<file path="config.mk">
export PLATFORM = sky130hd
export DESIGN_NAME = nvram_backup_flat
export DESIGN_NICKNAME = d
export VERILOG_FILES = /design/src/rtl/nvram_backup_pkg.sv /design/src/rtl/nvram_backup_if.sv /design/src/rtl/nvram_backup_edge_det.sv /design/src/rtl/nvram_backup.sv /design/src/flat_wrapper.sv
export SDC_FILE = /design/constraint.sdc
export NUM_CORES = 1
export LEC_CHECK = 0
export ABC_AREA = 1
export CELL_PAD_IN_SITES_DETAIL_PLACEMENT = 1
export CELL_PAD_IN_SITES_GLOBAL_PLACEMENT = 1
export CORE_AREA = 4 4 88 90
export DETAILED_ROUTE_END_ITERATION = 10
export DIE_AREA = 0 0 92 94
export PLACE_DENSITY = 0.8
export SLEW_MARGIN = 20
export SYNTH_ARGS = -nofsm -noshare
export SYNTH_HDL_FRONTEND = slang
export SYNTH_SLANG_ARGS = --single-unit
</file>
<file path="constraint.sdc">
create_clock -name clk_sys -period 1.2 [get_ports clk_sys]
set_input_delay 0.12 -clock clk_sys [delete_from_list [all_inputs] [get_ports clk_sys]]
set_output_delay 0.12 -clock clk_sys [all_outputs]
set_load 0.03 [all_outputs]
</file>
<file path="src/rtl/nvram_backup_pkg.sv">
// Shared types and constants for the save-RAM backup sequencer.
package nvram_backup_pkg;

  typedef enum logic [1:0] {IDLE, REQ, XFER, DONE} state_t;

  localparam int SECTOR_BYTES = 512;

  function automatic int buf_aw(input int sectors);
    return $clog2(sectors * SECTOR_BYTES);
  endfunction

endpackage

</file>
<file path="src/rtl/nvram_backup_if.sv">
// SD-image sector handshake between user_io and the backup sequencer,
// plus the NVRAM port-B address/write derived from it.
interface nvram_backup_if #(
  parameter int BUF_AW = 13
);
  logic [31:0]       sd_lba;
  logic              sd_rd;
  logic              sd_wr;
  logic              sd_ack;
  logic [8:0]        sd_buff_addr;
  logic              sd_buff_wr;
  logic [BUF_AW-1:0] buf_addr;
  logic              buf_we;

  modport master (
    output sd_lba, sd_rd, sd_wr, buf_addr, buf_we,
    input  sd_ack, sd_buff_addr, sd_buff_wr
  );

  modport slave (
    input  sd_lba, sd_rd, sd_wr, buf_addr, buf_we,
    output sd_ack, sd_buff_addr, sd_buff_wr
  );
endinterface

</file>
<file path="src/rtl/nvram_backup_edge_det.sv">
// Registered edge detector: rise/fall compare the live input with its value
// from the previous clock.
module edge_det (
  input  logic clk_sys,
  input  logic reset,
  input  logic d,
  output logic rise,
  output logic fall
);
  logic old_reg;

  always_ff @(posedge clk_sys or posedge reset) begin
    if (reset) old_reg <= 1'b0;
    else       old_reg <= d;
  end

  assign rise = d & ~old_reg;
  assign fall = ~d & old_reg;
endmodule

</file>
<file path="src/rtl/nvram_backup.sv">
// Save-RAM backup sequencer: loads the mounted image into NVRAM port B,
// writes it back on save request, and tracks NVRAM dirtiness.
module nvram_backup
  import nvram_backup_pkg::*;
#(
  parameter int SECTORS = 16,
  parameter int SEC_W   = 4,
  parameter int BUF_AW  = buf_aw(SECTORS)
) (
  input  logic           clk_sys,
  input  logic           reset,
  input  logic           img_mounted,
  input  logic [31:0]    img_size,
  input  logic           ioctl_download,
  input  logic           save_req,
  input  logic           nvram_we,
  nvram_backup_if.master sd,
  output logic           bk_ena,
  output logic           bk_busy,
  output logic           bk_reset,
  output logic           dirty
);
  localparam int ED_N     = 4;
  localparam int ED_MOUNT = 0;
  localparam int ED_SAVE  = 1;
  localparam int ED_ACK   = 2;
  localparam int ED_DL    = 3;
  localparam logic [SEC_W-1:0] LAST_SEC = SEC_W'(SECTORS - 1);

  logic [ED_N-1:0] ed_in, ed_rise, ed_fall;
  logic            unused_fall;

  assign ed_in = {ioctl_download, sd.sd_ack, save_req, img_mounted};

  generate
    for (genvar gi = 0; gi < ED_N; gi++) begin : g_ed
      edge_det u_edge_det (
        .clk_sys (clk_sys),
        .reset   (reset),
        .d       (ed_in[gi]),
        .rise    (ed_rise[gi]),
        .fall    (ed_fall[gi])
      );
    end
  endgenerate

  assign unused_fall = ^{ed_fall[ED_DL], ed_fall[ED_SAVE], ed_fall[ED_MOUNT]};

  state_t           state_reg, state_next;
  logic [SEC_W-1:0] lba_reg;
  logic             sd_rd_reg, sd_wr_reg;
  logic             loading_reg, load_pend_reg, abort_reg;
  logic             bk_ena_reg, bk_reset_reg, dirty_reg;

  logic start_load, start_save, req_acked, sec_next, xfer_end;

  always_comb begin
    state_next = state_reg;
    start_load = 1'b0;
    start_save = 1'b0;
    req_acked  = 1'b0;
    sec_next   = 1'b0;
    xfer_end   = 1'b0;
    case (state_reg)
      IDLE: begin
        // A mount edge arriving with a save edge wins: the load it queues
        // starts next cycle and the save edge is dropped.
        if (bk_ena_reg && load_pend_reg) begin
          start_load = 1'b1;
          state_next = REQ;
        end else if (bk_ena_reg && ed_rise[ED_SAVE] && !ed_rise[ED_MOUNT]) begin
          start_save = 1'b1;
          state_next = REQ;
        end
      end
      REQ: begin
        if (ed_rise[ED_ACK]) begin
          req_acked  = 1'b1;
          state_next = XFER;
        end
      end
      XFER: begin
        if (ed_fall[ED_ACK]) begin
          if (lba_reg == LAST_SEC || abort_reg) begin
            state_next = DONE;
          end else begin
            sec_next   = 1'b1;
            state_next = REQ;
          end
        end
      end
      DONE: begin
        xfer_end   = 1'b1;
        state_next = IDLE;
      end
      default: state_next = IDLE;
    endcase
  end

  always_ff @(posedge clk_sys or posedge reset) begin
    if (reset) state_reg <= IDLE;
    else       state_reg <= state_next;
  end

  always_ff @(posedge clk_sys or posedge reset) begin
    if (reset) begin
      lba_reg       <= '0;
      sd_rd_reg     <= 1'b0;
      sd_wr_reg     <= 1'b0;
      loading_reg   <= 1'b0;
      load_pend_reg <= 1'b0;
      abort_reg     <= 1'b0;
      bk_ena_reg    <= 1'b0;
      bk_reset_reg  <= 1'b0;
      dirty_reg     <= 1'b0;
    end else begin
      bk_reset_reg <= 1'b0;
      // A download seen while idle must not truncate the next transfer.
      if (state_reg == IDLE) abort_reg <= 1'b0;

      if (start_load) begin
        lba_reg       <= '0;
        loading_reg   <= 1'b1;
        sd_rd_reg     <= 1'b1;
        load_pend_reg <= 1'b0;
      end
      if (start_save) begin
        lba_reg     <= '0;
        loading_reg <= 1'b0;
        sd_wr_reg   <= 1'b1;
        dirty_reg   <= 1'b0;
      end
      if (req_acked) begin
        sd_rd_reg <= 1'b0;
        sd_wr_reg <= 1'b0;
      end
      if (sec_next) begin
        lba_reg   <= lba_reg + 1'b1;
        sd_rd_reg <= loading_reg;
        sd_wr_reg <= ~loading_reg;
      end
      if (xfer_end) begin
        bk_reset_reg <= loading_reg & ~abort_reg;
        if (loading_reg && !abort_reg) dirty_reg <= 1'b0;
        abort_reg    <= 1'b0;
        loading_reg  <= 1'b0;
      end

      if (ed_rise[ED_MOUNT]) begin
        bk_ena_reg    <= (img_size != 32'd0);
        load_pend_reg <= (img_size != 32'd0);
      end
      if (ed_rise[ED_DL]) begin
        bk_ena_reg    <= 1'b0;
        load_pend_reg <= 1'b0;
        dirty_reg     <= 1'b0;
        abort_reg     <= 1'b1;
      end
      if (nvram_we) dirty_reg <= 1'b1;
    end
  end

  assign sd.sd_lba   = {{(32 - SEC_W){1'b0}}, lba_reg};
  assign sd.sd_rd    = sd_rd_reg;
  assign sd.sd_wr    = sd_wr_reg;
  assign sd.buf_addr = {lba_reg, sd.sd_buff_addr};
  assign sd.buf_we   = sd.sd_buff_wr & sd.sd_ack & loading_reg;

  assign bk_ena   = bk_ena_reg;
  assign bk_busy  = (state_reg != IDLE);
  assign bk_reset = bk_reset_reg;
  assign dirty    = dirty_reg;
endmodule
</file>
<file path="src/flat_wrapper.sv">
// flat-port wrapper written by rule: the top's interface ports become plain ports
module nvram_backup_flat import nvram_backup_pkg::*;
#(
  parameter int SECTORS = 16,
  parameter int SEC_W   = 4,
  parameter int BUF_AW  = buf_aw(SECTORS)
)
  (clk_sys, reset, img_mounted, img_size, ioctl_download, save_req, nvram_we, bk_ena, bk_busy, bk_reset, dirty, sd_sd_lba, sd_sd_rd, sd_sd_wr, sd_buf_addr, sd_buf_we, sd_sd_ack, sd_sd_buff_addr, sd_sd_buff_wr);
  nvram_backup_if #(.BUF_AW(BUF_AW)) sd_i ();
  input  logic clk_sys;
  input  logic reset;
  input  logic img_mounted;
  input  logic [31:0] img_size;
  input  logic ioctl_download;
  input  logic save_req;
  input  logic nvram_we;
  output logic bk_ena;
  output logic bk_busy;
  output logic bk_reset;
  output logic dirty;
  output wire logic [$bits(sd_i.sd_lba)-1:0] sd_sd_lba;
  output wire logic [$bits(sd_i.sd_rd)-1:0] sd_sd_rd;
  output wire logic [$bits(sd_i.sd_wr)-1:0] sd_sd_wr;
  output wire logic [$bits(sd_i.buf_addr)-1:0] sd_buf_addr;
  output wire logic [$bits(sd_i.buf_we)-1:0] sd_buf_we;
  input wire logic [$bits(sd_i.sd_ack)-1:0] sd_sd_ack;
  input wire logic [$bits(sd_i.sd_buff_addr)-1:0] sd_sd_buff_addr;
  input wire logic [$bits(sd_i.sd_buff_wr)-1:0] sd_sd_buff_wr;
  assign sd_sd_lba = sd_i.sd_lba;
  assign sd_sd_rd = sd_i.sd_rd;
  assign sd_sd_wr = sd_i.sd_wr;
  assign sd_buf_addr = sd_i.buf_addr;
  assign sd_buf_we = sd_i.buf_we;
  assign sd_i.sd_ack = sd_sd_ack;
  assign sd_i.sd_buff_addr = sd_sd_buff_addr;
  assign sd_i.sd_buff_wr = sd_sd_buff_wr;
  nvram_backup #(.SECTORS(SECTORS), .SEC_W(SEC_W), .BUF_AW(BUF_AW)) u_core (.clk_sys(clk_sys), .reset(reset), .img_mounted(img_mounted), .img_size(img_size), .ioctl_download(ioctl_download), .save_req(save_req), .nvram_we(nvram_we), .sd(sd_i), .bk_ena(bk_ena), .bk_busy(bk_busy), .bk_reset(bk_reset), .dirty(dirty));
endmodule
</file>
==> impl_metrics.py, run 1 <==
metrics = {
    "drt": {
        "wl_um": 3490,
        "drt_iter0_drc": 16,
        "first_pass_iters": 4,
        "drc": 0,
        "viasPerCell": 3.60,
        "dr_total_vias": 1217,
        "ant_nets": 0,
        "wire_per_inst_um": 10.3,
    },
    "yosys": {
        "synthesis.area_mm2": 0.00130,
        "synth-main-ff-cell": "dfrtp_1",
        "ys_warn_count": 0,
        "avgSynthCellArea_um2": 7.24,
        "synthTopCellsByArea": "dfrtp_1 35%, buf_4 24%, nand2_1 10%",
        "synth_xor_area_share_pct": 0,
        "synth_top_area_share_pct": 34.7,
        "synth-seq-cells": 18,
        "synth.area.mux_share_pct": 0,
        "yosys.area.top_type": "dfrtp_1",
        "async_flop_share_pct": 100,
        "synth_most_common_cell": "buf_4",
        "netlist_top_cells_count": "41 x buf_4, 35 x nand2_1, 32 x nor2_1",
        "synthCells": 179,
        "yosysSeqAreaShare_pct": 34.7,
        "synth_edf_count": 0,
        "yosys.area_share.adder_pct": 0.965,
        "synth_top_family_by_area": "buffers and inverters",
        "ys_types": 25,
        "synth_compound_area_share_pct": 5.12,
        "synthSimpleGateAreaFrac_pct": 29.0,
    },
    "worst_setup_path": {
        "reg2reg_from": "u_core.lba_reg[0]$_DFFE_PP0P_",
        "end_kind": "register",
        "reg2reg_slack_ns": -0.005,
        "r2r_cells": 7,
        "cp_data_arrival_time_ns": 1.40,
        "crit_path_start_kind": "register",
        "critPathLaunch": "u_core.lba_reg[0]$_DFFE_PP0P_",
        "reg2reg_to": "u_core.lba_reg[0]$_DFFE_PP0P_",
        "worst-setup-path-type": "reg2reg",
        "required_ns": 1.40,
        "path_max_fanout": 6,
    },
    "clock_network": {
        "cts.clk_slew.worst_paths_ns": 0.07,
        "cts_max_level": 1,
        "cts_tree": "built",
        "cts-root-buf": "clkbuf_8",
        "clock_latency_ns": 0.26,
        "numCtsBuffers": 3,
        "cts_buffer_depth": 2,
        "cts.sinks": 18,
    },
    "timing": {
        "final-hold-violation-count": 0,
        "fin_worst_skew_ns": 0.00246,
        "timing.final.crit_share_pct": 100,
        "fin_crit_ns": 1.21,
        "layout_setup_ws_ns": -0.00529,
        "timing.hold.ws_ns": 0.122,
        "setup_violations": 1,
        "drv_slew": 0,
        "max_freq_mhz": 830,
        "setup_tns_ns": -0.00529,
        "rsz0062_at_grt": "true",
    },
    "die": {
        "die_h_um": 94,
        "rows": 31,
        "num_io_pins": 101,
        "core_area_mm2": 0.00706,
        "dieArea_mm2": 0.00865,
        "fp.dieW_um": 92,
        "start_util_pct": 18.4,
    },
    "grt": {
        "antenna_found_initial": 0,
        "grt_pass1_vias": 1272,
        "overflow": 0,
        "track_usage_pct": 7.93,
        "grt_pass1_wl_um": 5490,
        "grt_max_degree": 19,
    },
    "power": {
        "p_total_mw": 2.95,
        "power_density_mw_per_mm2": 1450,
        "ir_worst_vdd_uv": 493,
        "leakage_nw": 1.02,
    },
    "place": {
        "placed_area_mm2": 0.00189,
        "portBuffers": 54,
        "dpl.cell_count": 330,
        "dpl.hpwl_um": 3010,
        "place.gp.congestion": 0.701,
    },
    "cells_and_area": {
        "finalInstanceArea_mm2": 0.00204,
        "final_nets": 290,
        "stdcell_count": 338,
        "drive_above_1_share_pct": 24.3,
        "diodes": 0,
        "area_delta_synth_final_pct": 57.5,
    },
    "flow_run": {
        "max_cap_viol_count": 0,
    },
    "worst_hold_path": {
        "hold_class": "in2reg",
        "worstHoldEndpoint": "u_core.g_ed[2].u_edge_det.old_reg$_DFF_PP0_",
        "min_from": "sd_sd_ack",
        "hold_path_depth": 2,
    },
    "outcome": {
        "violations": "setup timing",
        "outcome": "finished with violations",
    },
}
-- worst max-delay path: stages (launching register included) --
cell and delay (ns):
dfrtp_2 0.43, ha_4 0.17, nand2_4 0.06, o21ai_4 0.08, inv_2 0.08, nand2_4 0.07
or2_1 0.20, nand2_1 0.05
-- through the flow --
| step | worst slack (ns) | util, % |
|---|---|---|
| 2_1_floorplan | -0.0987 | - |
| 3_3_place_gp | -0.111 | 26.8 |
| 6_report | -0.00529 | 28.9 |
| 5_1_grt | -0.0869 | 28.9 |
| 3_5_place_dp | -0.199 | 26.8 |
| 4_1_cts | -0.0258 | 28.4 |
-- report_power, final --
| part | switching (mW) | leakage [nW] | internal (mW) |
|---|---|---|---|
| registers | 0.131 | 0.221 | 0.743 |
| logic | 0.855 | 0.768 | 0.717 |
| clock network | 0.217 | 0.0288 | 0.292 |
| total | 1.20 | 1.02 | 1.75 |
-- layout by cell type (no fill, tap or decap), types with 2 or more instances in the layout --
| master | n |
|---|---|
| nand2_4 | 3 |
| conb_1 | 28 |
| o21ai_1 | 3 |
| buf_4 | 24 |
| nand4_1 | 6 |
| nand2_2 | 2 |
| inv_1 | 15 |
| dfrtp_2 | 3 |
| nor2_1 | 28 |
| nand3_1 | 6 |
| clkbuf_8 | 4 |
| dfrtp_1 | 15 |
| buf_12 | 5 |
| o21ai_0 | 2 |
| nor2_4 | 4 |
| inv_2 | 5 |
| nor2_2 | 2 |
| clkdlybuf4s50_1 | 38 |
| nand2_1 | 32 |
| dlygate4sd2_1 | 2 |
-- layer usage --
layer / routed length, µm / global-route usage (%) / share of wire (%)
met2: 1980 / 16.6 / 57
met1: 1190 / 7.09 / 34
met4: 25 / 1.98 / 0.72
met5: 0 / 0 / 0
met3: 290 / 2.72 / 8.3
-- kinds of logic after synthesis --
logic type,count (synthesis)
compound gates,11
simple gates,86
flops,18
fa+ha+maj,1
other cells,1
buf+inv,62
-- how the worst max path moves through the flow --
| stage | to | slack [ns] | cells past startpoint |
|---|---|---|---|
| final | u_core.lba_reg[0]$_DFFE_PP0P_ | -0.005 | 7 |
| after global routing | u_core.lba_reg[0]$_DFFE_PP0P_ | -0.09 | 7 |
| after CTS | u_core.sd.sd_wr$_DFFE_PP0P_ | -0.03 | 7 |
| after detailed placement | u_core.sd.sd_rd$_DFFE_PP0P_ | -0.20 | 5 |
| after global placement | u_core.sd.sd_rd$_DFFE_PP0P_ | -0.11 | 5 |
| after floorplan | u_core.lba_reg[0]$_DFFE_PP0P_ | -0.1 | 7 |
-- final cells by class --
cell class	count	area, µm²
clock buffers	4	55.1
fillers	883	5020
inverters	21	80.1
multi-input cells	126	638
flip-flops and latches	18	454
well taps	99	124
repair buffers	70	691
-- timing repair --
| item | in CTS | in global routing |
|---|---|---|
| pin swaps | 8 | 6 |
| hold buffers | 0 | 0 |
| setup endpoints to repair | 12 | 13 |
| buffers inserted | 2 | 3 |
| gates resized for setup | 14 | 9 |
Note: power is estimated with default switching activity, not from simulation.
==> run 2: changes to the inputs <==
--- a/config.mk
+++ b/config.mk
@@ -11,6 +11,7 @@
 export CORE_AREA = 4 4 88 90
 export DETAILED_ROUTE_END_ITERATION = 10
 export DIE_AREA = 0 0 92 94
+export HOLD_SLACK_MARGIN = 0.05
 export PLACE_DENSITY = 0.8
 export SLEW_MARGIN = 20
 export SYNTH_ARGS = -nofsm -noshare
==> results of run 2 <==
No change in the layout: final DEF, timing and power equal those of run 1.
